===== src/rtl/x_stream_driver.sv =====
// x_stream_driver
//   Drives a counting block under test: issues a one-cycle start strobe (S),
//   then len count-enable pulses (X) separated by gap idle cycles. Afterwards
//   it waits up to 8 cycles for the block's done flag (G) and registers a
//   verdict: G must have been seen exactly when len >= THRESH.
//
// Ports
//   clock   sole clock, all state changes on posedge
//   reset   asynchronous, active-low reset
//   go      run request, accepted only in IDLE
//   len     number of X pulses (0..31), captured on accept
//   gap     idle cycles between X pulses (0..3), captured on accept
//   G       done flag returned by the counting block
//   S       start strobe (START state)
//   X       count-enable stream (SEND state)
//   busy    run in progress (START/SEND/GAP/WAIT)
//   done    one-cycle end-of-run strobe (DONE state)
//   pass    run verdict, valid from done until the next accept
//   pcount  X pulses emitted in the current or last run
module x_stream_driver #(
  parameter int unsigned THRESH = 15
) (
  input  logic       clock,
  input  logic       reset,
  input  logic       go,
  input  logic [4:0] len,
  input  logic [1:0] gap,
  input  logic       G,
  output logic       S,
  output logic       X,
  output logic       busy,
  output logic       done,
  output logic       pass,
  output logic [4:0] pcount
);

  typedef enum logic [2:0] {
    IDLE  = 3'd0,
    START = 3'd1,
    SEND  = 3'd2,
    GAP   = 3'd3,
    WAIT  = 3'd4,
    DONE  = 3'd5
  } state_t;

  localparam logic [5:0] THRESH_W = 6'(THRESH);

  state_t     state;
  logic [4:0] len_r;
  logic [1:0] gap_r;
  logic [1:0] gcnt;
  logic [2:0] wcnt;
  logic       g_seen;
  logic [4:0] pcount_inc;
  logic       len_ge;

  always_comb begin
    pcount_inc = pcount + 5'd1;
    len_ge     = ({1'b0, len_r} >= THRESH_W);
  end

  // Moore outputs decoded purely from the state register.
  assign S    = (state == START);
  assign X    = (state == SEND);
  assign done = (state == DONE);
  assign busy = (state == START) || (state == SEND) ||
                (state == GAP)   || (state == WAIT);

  always_ff @(posedge clock or negedge reset) begin
    if (!reset) begin
      state  <= IDLE;
      len_r  <= '0;
      gap_r  <= '0;
      gcnt   <= '0;
      wcnt   <= '0;
      g_seen <= 1'b0;
      pass   <= 1'b0;
      pcount <= '0;
    end else begin
      case (state)
        IDLE: begin
          if (go) begin
            len_r  <= len;
            gap_r  <= gap;
            pcount <= '0;
            g_seen <= 1'b0;
            pass   <= 1'b0;
            state  <= START;
          end
        end
        START: begin
          if (G) g_seen <= 1'b1;
          wcnt  <= '0;
          state <= (len_r != 5'd0) ? SEND : WAIT;
        end
        SEND: begin
          if (G) g_seen <= 1'b1;
          if (pcount != len_r) pcount <= pcount_inc;
          if (pcount_inc == len_r) begin
            wcnt  <= '0;
            state <= WAIT;
          end else if (gap_r == 2'd0) begin
            state <= SEND;
          end else begin
            // Reload so GAP lasts exactly gap_r cycles (last cycle at gcnt==0).
            gcnt  <= gap_r - 2'd1;
            state <= GAP;
          end
        end
        GAP: begin
          if (G) g_seen <= 1'b1;
          if (gcnt == 2'd0) state <= SEND;
          else              gcnt  <= gcnt - 2'd1;
        end
        WAIT: begin
          if (G) g_seen <= 1'b1;
          if (G || (wcnt == 3'd7)) begin
            // Verdict includes this edge's G sample.
            pass  <= ((g_seen | G) == len_ge);
            state <= DONE;
          end else begin
            wcnt <= wcnt + 3'd1;
          end
        end
        DONE: begin
          state <= IDLE;
        end
        default: state <= IDLE;
      endcase
    end
  end

endmodule


===== config.mk =====
export PLATFORM = sky130hd
export DESIGN_NAME = x_stream_driver
export DESIGN_NICKNAME = d
export VERILOG_FILES = /design/src/rtl/x_stream_driver.sv
export SDC_FILE = /design/constraint.sdc
export NUM_CORES = 1
export LEC_CHECK = 0
export ABC_CLOCK_PERIOD_IN_PS = 3100
export BUFFER_PORTS_ARGS = -buffer_cell sky130_fd_sc_hd__buf_4
export CAP_MARGIN = 0
export CORE_MARGIN = 2
export CORE_UTILIZATION = 50
export DETAILED_ROUTE_END_ITERATION = 16
export PLACE_DENSITY = 0.7
export SLEW_MARGIN = 20
export SYNTH_ARGS = -nofsm -noshare
export SYNTH_HDL_FRONTEND = slang
export SYNTH_SLANG_ARGS = --single-unit

===== constraint.sdc =====
create_clock -name clock -period 3.1 [get_ports clock]
set_input_delay 0.775 -clock clock [delete_from_list [all_inputs] [get_ports clock]]
set_output_delay 0.775 -clock clock [all_outputs]
set_load 0.1 [all_outputs]

Word level (Yosys, flattened, before mapping)
Index checks and enable logic that the tools add are counted.
{"block": "classes", "addsub": 4, "order_cmp": 1, "eq_ne": 19, "n_mux": 22, "bitwise": 1, "n_reduce_logical": 21}
{"operator": "2-to-1 mux 3 bit", "count": 7}
{"operator": "one-hot mux 3 bit (5 select lines)", "count": 1}
{"operator": "AND reduction 3 bit", "count": 5}
{"operator": "2-to-1 mux 5 bit", "count": 2}
{"operator": "!= test 2 x 1 -> 1 bit, second input constant", "count": 5}
{"operator": "!= test 2 bit, second input constant", "count": 5}
{"operator": "one-hot mux 5 bit (2 select lines)", "count": 1}
{"operator": "== test 3 bit, second input constant", "count": 3}
{"operator": "one-hot mux 3 bit (3 select lines)", "count": 1}
{"operator": "nonzero test 2 bit", "count": 4}
{"operator": "== test 3 x 2 -> 1 bit, second input constant", "count": 2}
{"operator": "2-to-1 mux 2 bit", "count": 3}
{"operator": "adder 5 x 1 -> 5 bit, second input constant", "count": 1}
{"operator": "== test 5 bit", "count": 1}
{"operator": "greater-or-equal comparator 5 x 4 -> 1 bit, second input constant", "count": 1}
{"operator": "!= test 5 bit", "count": 1}
{"operator": "nonzero test 5 bit", "count": 1}
{"operator": "logical NOT 2 bit", "count": 2}
{"operator": "logical OR 1 bit", "count": 4}
{"operator": "2-to-1 mux 1 bit", "count": 4}
{"operator": "one-hot mux 1 bit (2 select lines)", "count": 2}
{"operator": "one-hot mux 2 bit (2 select lines)", "count": 1}
{"operator": "AND reduction 4 bit", "count": 1}
{"operator": "OR reduction 4 bit", "count": 1}
{"operator": "8 further kinds", "count": 9}
{"block": "totals", "regBits": 22}

Logic depth before layout (Yosys ltp)
{"block": "depth", "ltp_word": 4, "depth_mapped": 8, "mapped_depth_nobuf": 7}

Worst setup path before layout
OpenSTA, ideal clock, no wires.
{"block": "synth_path", "path_kind": "register to output", "from": "reg state[2]", "to": "out S", "arrival_time_ps": 2602, "path_slack_ps": -277, "stages_incl_launch_ff": 3, "cell_sequence": "dfrtp_1 clkbuf_1 nor3_1"}
{"block": "synth_via", "elab_chain_len": 1}
{"element": "start, declared", "line": "48", "rtl": "state_t state;"}
{"element": "start signal, assigned", "line": "94", "rtl": "state <= (len_r != 5'd0) ? SEND : WAIT;"}
{"element": "== test 3 x 1 -> 1 bit", "line": "63", "rtl": "assign S = (state == START);"}
{"element": "end, declared", "line": "29", "rtl": "output logic S,"}
No other way between the ends.

Worst setup path after layout
{"block": "layout_path", "from": "reg state[1]", "to": "out X"}
{"block": "layout_via", "elab_chain_len": 1}
{"element": "== test 3 x 2 -> 1 bit", "line": "64", "rtl": "assign X = (state == SEND);"}
{"element": "end, declared", "line": "30", "rtl": "output logic X,"}
No other way between the ends.

==> metrics.csv <==
metric;value;unit
result of the run;finished, final reports clean;
area inside the core boundary;0.00248;mm2
min Tclk post-route;2490;ps
sum of negative setup slack;0;ps
Fillers;216;
number of nets with antenna violations after routing;0;
Core Rows;18;
total via count in the routed design;1038;
CTS tree;built;
Worst Clk Skew;3.88;ps
pin count of the biggest net entering global routing;23;
Critical R2R Launch;pcount[2];
CTS sink count;22;
clock network latency to the later pin of the worst-skew pair;310;ps
syn_nets;143;
WL per Instance;14.7;um
Post-Synthesis Cells;129;
number of hold buffers added after cts;0;
PortBufs;20;
sequential element share of the synthesized area;0.425;
H-Tree Depth;1;
via count of the first global-routing pass;998;
cell with the most instances after synthesis;dfrtp_1;
Final Hold Viols;0;
gr ovfl total;0;
max-cap viol count;0;
cell types with the largest area share after synthesis;dfrtp_1 (42%), mux2_2 (6.1%), nor2_1 (4.1%);
worst-path fanout max;7;
initial DRC count;18;
count of cells resized by post-cts repair;0;
type of the worst setup path;flop to primary output;
Most used DFF post-synth;dfrtp_1;
number of DRC violations after detailed routing;0;
clock transition at the register clock pins on the worst setup and hold paths after CTS;120;ps
root buffer selected by CTS;clkbuf_4;
cells on worst reg2reg path;5;
Slew Limit Fails;0;
Inserted Clock Buffers;3;
die boundary width;54.9;um
Crit path arrival time;1710;ps
count of pins on the block boundary;21;
first-pass GRT wire length;4.37;mm
final estimated routing congestion in global placement;0.916;
library cell with the largest summed area after synthesis;dfrtp_1;
worst hold slack after final layout;322;ps
placed wire-length estimate after detailed placement;2.01;mm
Nets;163;
Max-Slew Margin vs Limit;0.742;
number of enable flip-flop cells after synthesis;0;
Worst R2R Setup Slack;1200;ps
antenna violations before repair;0;
reg-to-reg endpoint;pcount[2];
buffers inserted by post-CTS timing repair;0;
die span in y;54.9;um
#FFs+latches synth;22;
area fraction of the dominant cell type after synthesis;0.425;
worst path required time;2320;ps
initial core utilization;0.523;
average cell area after synthesis;10.0;um2
Synth async-reset ratio;1.00;
sequential standard cell area;551;um2
crit path launch type;flop;
setup violation total in the final timing report;0;
CTS Buffer Depth;2;
maximum frequency from static timing analysis;402;MHz
total routed wirelength;2.62;mm
number of diodes;0;
launch point of the critical path;state[1];
area overhead of the layout relative to synthesis;14.4;%
number of vias per cell after detailed routing;5.83;
RSZ-0062 raised after global routing;no;
number of warning messages in the yosys log;0;
top post-synthesis cells by count;dfrtp_1 (22), nor2_1 (14), mux2_2 (7), nand2_1 (7);
crit end category;primary output;
proportion of layout cells with a drive suffix above 1;0.270;
post-synthesis instance area;0.00130;mm2
die outline area;0.00302;mm2
Pre-antenna DRT Iters;4;
distinct cell type count after synthesis;45;
slew at the pin closest to its max-slew limit;387;ps
Multi-input gate area;681;um2
Final Cycle Share;0.803;
worst hold path class;input port to asynchronous set/reset pin;
global routing usage summed across all routing layers;0.205;
## through the flow
step | cells | util | setup slack, ps | area (um2)
final | 178 | 0.598 | 611 | 1480
after global routing | 178 | 0.598 | 542 | 1480
after CTS | 178 | 0.598 | 614 | 1480
after detailed placement | 174 | 0.584 | 975 | 1450
after global placement | 174 | 0.584 | 1000 | 1450
after floorplan | 129 | - | 122 | 1300
## flip-flops by register name (all words and copies together) (netlist names)
name,flops
len_r,5
pcount,5
state,3
wcnt,3
gap_r,2
gcnt,2
g_seen,1
pass,1
## per-layer routing
layer  part of all wire  routed length (um)  GRT usage
met5                  0                   0          0
met4              0.011                  29     0.0894
met3              0.049                 129     0.0349
met2               0.48                1260      0.325
met1               0.46                1200      0.276
## kinds of logic after synthesis
kind of cell	share of synthesized area
AO/OA/AOI/OAI	0.175
XOR/XNOR	0.0598
adder cells (fa/ha/maj)	0.0290
buffers and inverters	0.0540
flip-flops	0.425
multiplexers	0.0772
AND/OR/NAND/NOR	0.181
## critical path: stages (launching register included)
cell	delay (ps)
dfrtp_1	490
inv_2	100
or3_4	430
clkinv_4	100
buf_4	290
## layout by cell type (no fill, tap or decap), types with 2 or more instances in the layout
| cell | Yosys | final |
|---|---|---|
| dfrtp_1 | 22 | 22 |
| buf_4 | 0 | 20 |
| nor2_1 | 14 | 14 |
| nand2_1 | 7 | 7 |
| mux2_2 | 7 | 7 |
| nand3_1 | 6 | 6 |
| a21oi_1 | 6 | 6 |
| xor2_1 | 5 | 5 |
| o21ai_0 | 5 | 5 |
| inv_1 | 4 | 4 |
| nor3_1 | 4 | 3 |
| ha_1 | 3 | 3 |
| clkbuf_4 | 0 | 3 |
| and3_1 | 2 | 2 |
| xnor2_1 | 2 | 2 |
| nor2b_1 | 2 | 2 |
| a211oi_1 | 2 | 2 |
| and2_1 | 2 | 2 |
| a32o_1 | 2 | 2 |
| a211o_1 | 2 | 2 |
| o211ai_1 | 2 | 2 |
| o31ai_1 | 2 | 2 |
| a31oi_1 | 2 | 2 |
## worst max-delay path by stage
stage,end,slack (ps)
2_1_floorplan,busy,120
3_3_place_gp,X,1000
3_5_place_dp,X,970
4_1_cts,X,610
5_1_grt,X,540
6_report,X,610
## final cells by class
cell class / count / area share
repair buffers: 20 / 0.101
clock buffers: 4 / 0.0245
inverters: 6 / 0.0186
multi-input cells: 96 / 0.459
flip-flops and latches: 22 / 0.371
well taps: 30 / 0.0253
Power is not shown: default switching activity piles up to over one toggle a cycle in this logic, so the estimate is an artifact.
